### src/rtl/micro_ucr_pkg.sv
// Shared definitions for the micro_ucr hash core and its vector driver.
// State encoding, default widths and a byte-lane helper.
package micro_ucr_pkg;

  localparam int MSG_BYTES_DEF  = 16;
  localparam int HASH_BYTES_DEF = 3;

  typedef enum logic [2:0] {
    S_IDLE,
    S_ISSUE,
    S_WAIT,
    S_CHECK,
    S_DONE
  } drv_state_t;

  function automatic logic [7:0] byte_lane(
    input logic [8*MSG_BYTES_DEF-1:0] v,
    input int unsigned                i
  );
    return v[8*i +: 8];
  endfunction

endpackage

### src/rtl/hash_vector_driver_if.sv
// Message/hash handshake between the vector driver and the hash core.
// The driver is the master, the core the slave.
interface hash_core_if
  import micro_ucr_pkg::*;
#(
  parameter int MSG_BYTES  = MSG_BYTES_DEF,
  parameter int HASH_BYTES = HASH_BYTES_DEF
);
  logic [8*MSG_BYTES-1:0]  msg_out;
  logic                    msg_valid;
  logic                    msg_ready;
  logic [8*HASH_BYTES-1:0] hash_in;
  logic                    hash_valid;

  modport master (
    output msg_out, msg_valid,
    input  msg_ready, hash_in, hash_valid
  );

  modport slave (
    input  msg_out, msg_valid,
    output msg_ready, hash_in, hash_valid
  );
endinterface

### src/rtl/hash_vector_driver_mem.sv
// Vector store: message and expected hash per entry.
// Synchronous write, asynchronous read, no reset.
module hash_vec_mem #(
  parameter int DEPTH = 8,
  parameter int MW    = 128,
  parameter int HW    = 24,
  parameter int AW    = 3
) (
  input  logic          clk,
  input  logic          i_we,
  input  logic [AW-1:0] i_waddr,
  input  logic [MW-1:0] i_wmsg,
  input  logic [HW-1:0] i_wexp,
  input  logic [AW-1:0] i_msg_addr,
  output logic [MW-1:0] o_msg,
  input  logic [AW-1:0] i_exp_addr,
  output logic [HW-1:0] o_exp
);
  logic [MW-1:0] r_msg [DEPTH];
  logic [HW-1:0] r_exp [DEPTH];

  always_ff @(posedge clk) begin
    if (i_we) begin
      r_msg[i_waddr] <= i_wmsg;
      r_exp[i_waddr] <= i_wexp;
    end
  end

  assign o_msg = r_msg[i_msg_addr];
  assign o_exp = r_exp[i_exp_addr];
endmodule

### src/rtl/hash_vector_driver.sv
// Plays stored message vectors into the hash core and checks each
// returned hash against its expected value.
module hash_vector_driver
  import micro_ucr_pkg::*;
#(
  parameter int MSG_BYTES  = MSG_BYTES_DEF,
  parameter int HASH_BYTES = HASH_BYTES_DEF,
  parameter int DEPTH      = 8,
  parameter int LAT_MAX    = 64,
  localparam int AW = (DEPTH > 1) ? $clog2(DEPTH) : 1,
  localparam int CW = $clog2(DEPTH + 1),
  localparam int MW = 8 * MSG_BYTES,
  localparam int HW = 8 * HASH_BYTES,
  localparam int TW = (LAT_MAX > 1) ? $clog2(LAT_MAX) : 1
) (
  input  logic          clk,
  input  logic          reset,
  input  logic          load_en,
  input  logic [AW-1:0] load_addr,
  input  logic [MW-1:0] load_msg,
  input  logic [HW-1:0] load_exp,
  input  logic          start,
  input  logic [CW-1:0] num_vec,
  hash_core_if.master   core,
  output logic          busy,
  output logic          done,
  output logic [CW-1:0] pass_count,
  output logic [CW-1:0] fail_count,
  output logic [AW-1:0] first_fail_idx,
  output logic          timeout_flag
);
  drv_state_t    r_state, w_next;
  logic [CW-1:0] r_n, r_pass, r_fail, w_n_start;
  logic [AW-1:0] r_idx, r_first, w_msg_addr;
  logic [TW-1:0] r_timer;
  logic [HW-1:0] r_hash, w_exp;
  logic [MW-1:0] r_msg, w_rd_msg;
  logic          r_tmo;
  logic          w_we, w_hs, w_tmo, w_last, w_empty;

  // Loads are only accepted while idle so a run sees a frozen store.
  assign w_we = load_en & (r_state == S_IDLE)
              & ({1'b0, load_addr} < (AW+1)'(DEPTH));
  assign w_n_start = (num_vec > CW'(DEPTH)) ? CW'(DEPTH) : num_vec;
  assign w_empty = (w_n_start == '0);
  assign w_hs = (r_state == S_ISSUE) & core.msg_ready;
  assign w_tmo = (r_state == S_WAIT) & ~core.hash_valid
               & (r_timer == TW'(LAT_MAX - 1));
  assign w_last = (CW'(r_idx) == r_n - CW'(1));
  assign w_msg_addr = (r_state == S_CHECK) ? r_idx + AW'(1) : '0;

  hash_vec_mem #(
    .DEPTH(DEPTH), .MW(MW), .HW(HW), .AW(AW)
  ) u_mem (
    .clk       (clk),
    .i_we      (w_we),
    .i_waddr   (load_addr),
    .i_wmsg    (load_msg),
    .i_wexp    (load_exp),
    .i_msg_addr(w_msg_addr),
    .o_msg     (w_rd_msg),
    .i_exp_addr(r_idx),
    .o_exp     (w_exp)
  );

  always_ff @(posedge clk or posedge reset) begin
    if (reset) r_state <= S_IDLE;
    else       r_state <= w_next;
  end

  always_comb begin
    w_next = r_state;
    unique case (r_state)
      S_IDLE:  if (start) w_next = w_empty ? S_DONE : S_ISSUE;
      S_ISSUE: if (w_hs) w_next = S_WAIT;
      S_WAIT: begin
        if (core.hash_valid) w_next = S_CHECK;
        else if (w_tmo)      w_next = S_DONE;
      end
      S_CHECK: w_next = w_last ? S_DONE : S_ISSUE;
      S_DONE:  w_next = S_IDLE;
      default: w_next = S_IDLE;
    endcase
  end

  always_ff @(posedge clk or posedge reset) begin
    if (reset) begin
      r_n     <= '0;
      r_idx   <= '0;
      r_timer <= '0;
      r_hash  <= '0;
      r_msg   <= '0;
      r_pass  <= '0;
      r_fail  <= '0;
      r_first <= '0;
      r_tmo   <= 1'b0;
    end else begin
      unique case (r_state)
        S_IDLE: if (start) begin
          r_n     <= w_n_start;
          r_idx   <= '0;
          r_pass  <= '0;
          r_fail  <= '0;
          r_first <= '0;
          r_tmo   <= 1'b0;
          if (!w_empty) r_msg <= w_rd_msg;
        end
        S_ISSUE: if (w_hs) r_timer <= '0;
        S_WAIT: begin
          if (core.hash_valid) begin
            r_hash <= core.hash_in;
          end else if (w_tmo) begin
            r_tmo  <= 1'b1;
            r_fail <= r_fail + CW'(1);
            if (r_fail == '0) r_first <= r_idx;
          end else begin
            r_timer <= r_timer + TW'(1);
          end
        end
        S_CHECK: begin
          if (r_hash == w_exp) begin
            r_pass <= r_pass + CW'(1);
          end else begin
            r_fail <= r_fail + CW'(1);
            if (r_fail == '0) r_first <= r_idx;
          end
          if (!w_last) begin
            r_idx <= r_idx + AW'(1);
            r_msg <= w_rd_msg;
          end
        end
        default: ;
      endcase
    end
  end

  assign core.msg_out   = r_msg;
  assign core.msg_valid = (r_state == S_ISSUE);
  assign busy           = (r_state != S_IDLE);
  assign done           = (r_state == S_DONE);
  assign pass_count     = r_pass;
  assign fail_count     = r_fail;
  assign first_fail_idx = r_first;
  assign timeout_flag   = r_tmo;
endmodule

### src/flat_wrapper.sv
// flat-port wrapper written by rule: the top's interface ports become plain ports
module hash_vector_driver_flat import micro_ucr_pkg::*;
#(
  parameter int MSG_BYTES  = MSG_BYTES_DEF,
  parameter int HASH_BYTES = HASH_BYTES_DEF,
  parameter int DEPTH      = 8,
  parameter int LAT_MAX    = 64,
  localparam int AW = (DEPTH > 1) ? $clog2(DEPTH) : 1,
  localparam int CW = $clog2(DEPTH + 1),
  localparam int MW = 8 * MSG_BYTES,
  localparam int HW = 8 * HASH_BYTES,
  localparam int TW = (LAT_MAX > 1) ? $clog2(LAT_MAX) : 1
)
  (clk, reset, load_en, load_addr, load_msg, load_exp, start, num_vec, busy, done, pass_count, fail_count, first_fail_idx, timeout_flag, core_msg_out, core_msg_valid, core_msg_ready, core_hash_in, core_hash_valid);
  hash_core_if #(.MSG_BYTES(MSG_BYTES), .HASH_BYTES(HASH_BYTES)) core_i ();
  input  logic clk;
  input  logic reset;
  input  logic load_en;
  input  logic [AW-1:0] load_addr;
  input  logic [MW-1:0] load_msg;
  input  logic [HW-1:0] load_exp;
  input  logic start;
  input  logic [CW-1:0] num_vec;
  output logic busy;
  output logic done;
  output logic [CW-1:0] pass_count;
  output logic [CW-1:0] fail_count;
  output logic [AW-1:0] first_fail_idx;
  output logic timeout_flag;
  output wire logic [$bits(core_i.msg_out)-1:0] core_msg_out;
  output wire logic [$bits(core_i.msg_valid)-1:0] core_msg_valid;
  input wire logic [$bits(core_i.msg_ready)-1:0] core_msg_ready;
  input wire logic [$bits(core_i.hash_in)-1:0] core_hash_in;
  input wire logic [$bits(core_i.hash_valid)-1:0] core_hash_valid;
  assign core_msg_out = core_i.msg_out;
  assign core_msg_valid = core_i.msg_valid;
  assign core_i.msg_ready = core_msg_ready;
  assign core_i.hash_in = core_hash_in;
  assign core_i.hash_valid = core_hash_valid;
  hash_vector_driver #(.MSG_BYTES(MSG_BYTES), .HASH_BYTES(HASH_BYTES), .DEPTH(DEPTH), .LAT_MAX(LAT_MAX)) u_core (.clk(clk), .reset(reset), .load_en(load_en), .load_addr(load_addr), .load_msg(load_msg), .load_exp(load_exp), .start(start), .num_vec(num_vec), .core(core_i), .busy(busy), .done(done), .pass_count(pass_count), .fail_count(fail_count), .first_fail_idx(first_fail_idx), .timeout_flag(timeout_flag));
endmodule
### config.mk
export PLATFORM = sky130hd
export DESIGN_NAME = hash_vector_driver_flat
export DESIGN_NICKNAME = d
export VERILOG_FILES = /design/src/rtl/micro_ucr_pkg.sv /design/src/rtl/hash_vector_driver_if.sv /design/src/rtl/hash_vector_driver_mem.sv /design/src/rtl/hash_vector_driver.sv /design/src/flat_wrapper.sv
export SDC_FILE = /design/constraint.sdc
export NUM_CORES = 2
export LEC_CHECK = 0
export ABC_AREA = 1
export ABC_CLOCK_PERIOD_IN_PS = 12600
export CAP_MARGIN = 20
export CORE_UTILIZATION = 53
export CTS_CLUSTER_DIAMETER = 30
export CTS_CLUSTER_SIZE = 12
export DETAILED_ROUTE_END_ITERATION = 7
export PLACE_DENSITY_LB_ADDON = 0.12
export SYNTH_ARGS = -nofsm -noshare
export SYNTH_HDL_FRONTEND = slang
export SYNTH_SLANG_ARGS = --single-unit
### constraint.sdc
create_clock -name clk -period 12.6 [get_ports clk]
set_clock_uncertainty 0.1 [all_clocks]
set_input_delay 2.52 -clock clk [delete_from_list [all_inputs] [get_ports clk]]
set_output_delay 2.52 -clock clk [all_outputs]
set_load 0.05 [all_outputs]
==> summary.txt <==
GRT
  • Vias in the first global route: 35.0k
  • Largest net degree at the start of global routing: 226
  • GRT overflow: 0
  • All-layer global routing usage: 0.262
  • First-pass GRT wire length: 207,000 µm
  • Initial antenna violation count: 25

Yosys
  • Post-synthesis sequential area ratio: 0.751
  • Top-area cell type share of the netlist area: 0.668
  • Synth Warn #: 0
  • Commonest cells post-synth: edfxtp_1 (1,216), nand2_1 (988), a21oi_1 (263)
  • Top cells by area, synth: edfxtp_1 (67%), dfrtp_1 (8.2%), nand2_1 (6.8%)
  • Post-Syn Instances: 4,170
  • Register bit total from synthesis: 1,396
  • EDFF count, synth: 1,216
  • Syn_area_per_cell: 13.1 µm²
  • Distinct cells, synth: 37
  • Syn Nets: 4,365
  • Cell taking the most area after synthesis: edfxtp_1
  • Most common cell in the netlist: edfxtp_1
  • Cell Area, Synth: 54,700 µm²
  • Main synth FF type: edfxtp_1
  • Asr flop ratio synth: 0.129

Place
  • DP HPWL: 67,300 µm
  • Number of port buffers: 331
  • Routability congestion estimate from global placement: 0.804
  • Placed cell area: 59,000 µm²

Detailed routing
  • Routed len/inst: 22.1 µm
  • DRT antenna net count: 0
  • Drt pass-1 iters: 6
  • Initial DRC Count: 3,148
  • Via count: 35.0k
  • Final wirelength: 136,000 µm
  • Avg Vias per Cell: 5.68
  • DRC: 0

Worst setup path
  • Reg-to-Reg End: u_core.core.msg_out[15]
  • Max stage delay on crit path: 0.76 ns
  • CP Cell Sequence: clkdlybuf4s50_1 > inv_1 > nor2_2 > buf_4 > inv_2 > o211ai_1 > nor2_2 > inv_2 > a21oi_4 > buf_4 > buf_4 > nand2_1 > o21ai_1
  • R2R depth: 13
  • Delay-heaviest family, CP: buffers and inverters
  • Crit Reg-Reg Startpoint: u_core.r_idx[2]
  • Buf/Inv on CP: 7
  • CP max-delay cell: buf_4
  • Peak fanout along the critical path: 67
  • Most common cell on crit path: buf_4
  • Arr. time, crit path: 6.10 ns
  • Startpoint types: input pin
  • Critical Path RT: 13.24 ns
  • Critical path class: input pin to register
  • Reg2reg setup slack: 7.24 ns
  • Critical Path End Type: register

Clock tree
  • Clock transition at path regs: 0.05 ns
  • Setup Fix Bufs, Post-CTS: 0
  • Clock Latency Late Sink: 0.85 ns
  • Clk root buf: clkbuf_16
  • Htree depth: 5
  • Clock tree sinks: 1,396
  • TritonCTS clock tree: built
  • Post-CTS Resized: 0
  • Hold_buf cts: 0
  • Max clock buf depth: 4
  • CTS buffer count: 279

Timing
  • Final setup viols: 0
  • Sum Neg Setup Slack: 0 ns
  • F_max: 183 MHz
  • Max_slew headroom: 0.250
  • Hold slack: 0.370 ns
  • RSZ-0062 raised after global routing: no
  • Minimum clock period: 5.46 ns
  • Slew @ Worst Pin: 1.12 ns
  • Slew Limit Fails: 0
  • Final hold violations: 0
  • Period utilization: 0.434

Hold path
  • Worst hold start: u_core.first_fail_idx[0]
  • WHS Endpoint: u_core.first_fail_idx[0]
  • WHS Path Cells: 2
  • Hold crit path type: register to register

Floorplan
  • Die Area: 104,000 µm²
  • Placement row count: 117
  • Die height: 323 µm
  • Boundary pin count: 332
  • Core area: 102,000 µm²
  • Initial cell density of the core: 0.536
  • Die width: 323 µm

Power and ir drop
  • Peak supply drop: 203 µV
  • Final total power: 0.0159 W
  • Leak Pwr: 24.4 nW
  • Cell Pwr Density: 233 nW/µm²

Finish
  • Final net count: 4,764
  • Final core occ: 0.668
  • Layout cells sized above 1: 0.108
  • FILL cells: 7,314
  • Fin area: 68,200 µm²
  • Layout area overhead: 24.8%

Run
  • Max Cap Viol: 0

Outcome
  • Run status: completed
[routing by layer]
metal | GRT usage | share of wire
met1 | 0.358 | 0.43
met2 | 0.416 | 0.48
met3 | 0.0602 | 0.072
met4 | 0.0924 | 0.021
met5 | 0 | 0.0013
[registers in the layout, indices dropped and copies added, names as in the netlist]
signal / cells
u_core.r_n: 4
u_core.timeout_flag: 1
u_core.r_hash: 24
u_core.pass_count: 4
u_core.u_mem.r_msg: 1024
u_core.core.msg_out: 128
u_core.r_timer: 6
u_core.fail_count: 4
u_core.r_idx: 3
u_core.u_mem.r_exp: 192
u_core.r_state: 3
u_core.first_fail_idx: 3
[tightest hold or removal path, cell delays in order, from the launching register on]
cell and delay, ns:
dfrtp_1 0.34, nand2_1 0.05, nand2_1 0.05
[worst max-delay path by stage]
stage,start,to,slack [ns],cells after the start
4_1_cts,core_hash_valid,u_core.core.msg_out[115],7.16,13
3_5_place_dp,core_hash_valid,u_core.core.msg_out[115],6.29,13
5_1_grt,core_hash_valid,u_core.core.msg_out[114],6.91,13
2_1_floorplan,load_en,u_core.u_mem.r_exp[6][0],-1.37,4
3_3_place_gp,core_hash_valid,u_core.core.msg_out[112],6.38,13
6_report,core_hash_valid,u_core.core.msg_out[116],7.14,13
[power breakdown]
| part | total [W] | switching, W | internal (W) |
|---|---|---|---|
| registers | 0.00572 | 0.000237 | 0.00548 |
| logic | 0.00313 | 0.00220 | 0.000928 |
| clock network | 0.00704 | 0.00228 | 0.00476 |
| total | 0.0159 | 0.00472 | 0.0112 |
[logic make-up (layout without fill, tap and decap cells)]
kind of cell               Yosys count  count (layout)  synth area share
AOI/OAI and AO/OA                  840             840             0.104
adders and majority gates            6               6           0.00137
and+or+nand+nor                   1392            1392             0.103
buffers and inverters              530            1134            0.0400
other                                0              10                 0
xor gates and xnor gates             6               6          0.000961
DFF                               1396            1396             0.751
[layout by cell type (no fill, tap or decap), types with 10 or more instances in the layout]
cell type	count
o21ai_0	54
inv_1	249
clkinvlp_4	21
nand3_1	226
clkdlybuf4s50_1	331
o221ai_1	256
nand2_1	988
diode_2	10
bufinv_16	27
clkinv_2	45
o31a_1	128
clkinv_1	23
a21oi_1	263
clkbuf_1	39
o21ai_1	130
buf_4	51
dfrtp_1	178
clkbuf_8	15
nand3b_1	14
clkbuf_16	285
edfxtp_1	1216
nor2_1	132
clkinv_4	13
[per-stage QoR]
step	setup slack (ns)	std cells
6_report	7.14	6152
5_1_grt	6.91	6151
4_1_cts	7.16	6141
3_5_place_dp	6.29	5655
3_3_place_gp	6.38	5655
2_1_floorplan	-1.37	4170
[area by class of cell]
cell class / instances / area, µm² / share of cell area
diodes: 10 / 25.0 / 0.000367
clock buffers: 339 / 7480 / 0.110
clock inverters: 147 / 1610 / 0.0236
inverters: 261 / 1000 / 0.0147
multi-input cells: 2244 / 11500 / 0.169
flip-flops and latches: 1396 / 41000 / 0.602
well taps: 1368 / 1710 / 0.0251
repair buffers: 387 / 3800 / 0.0558
Note: power is estimated with default switching activity, not from simulation.
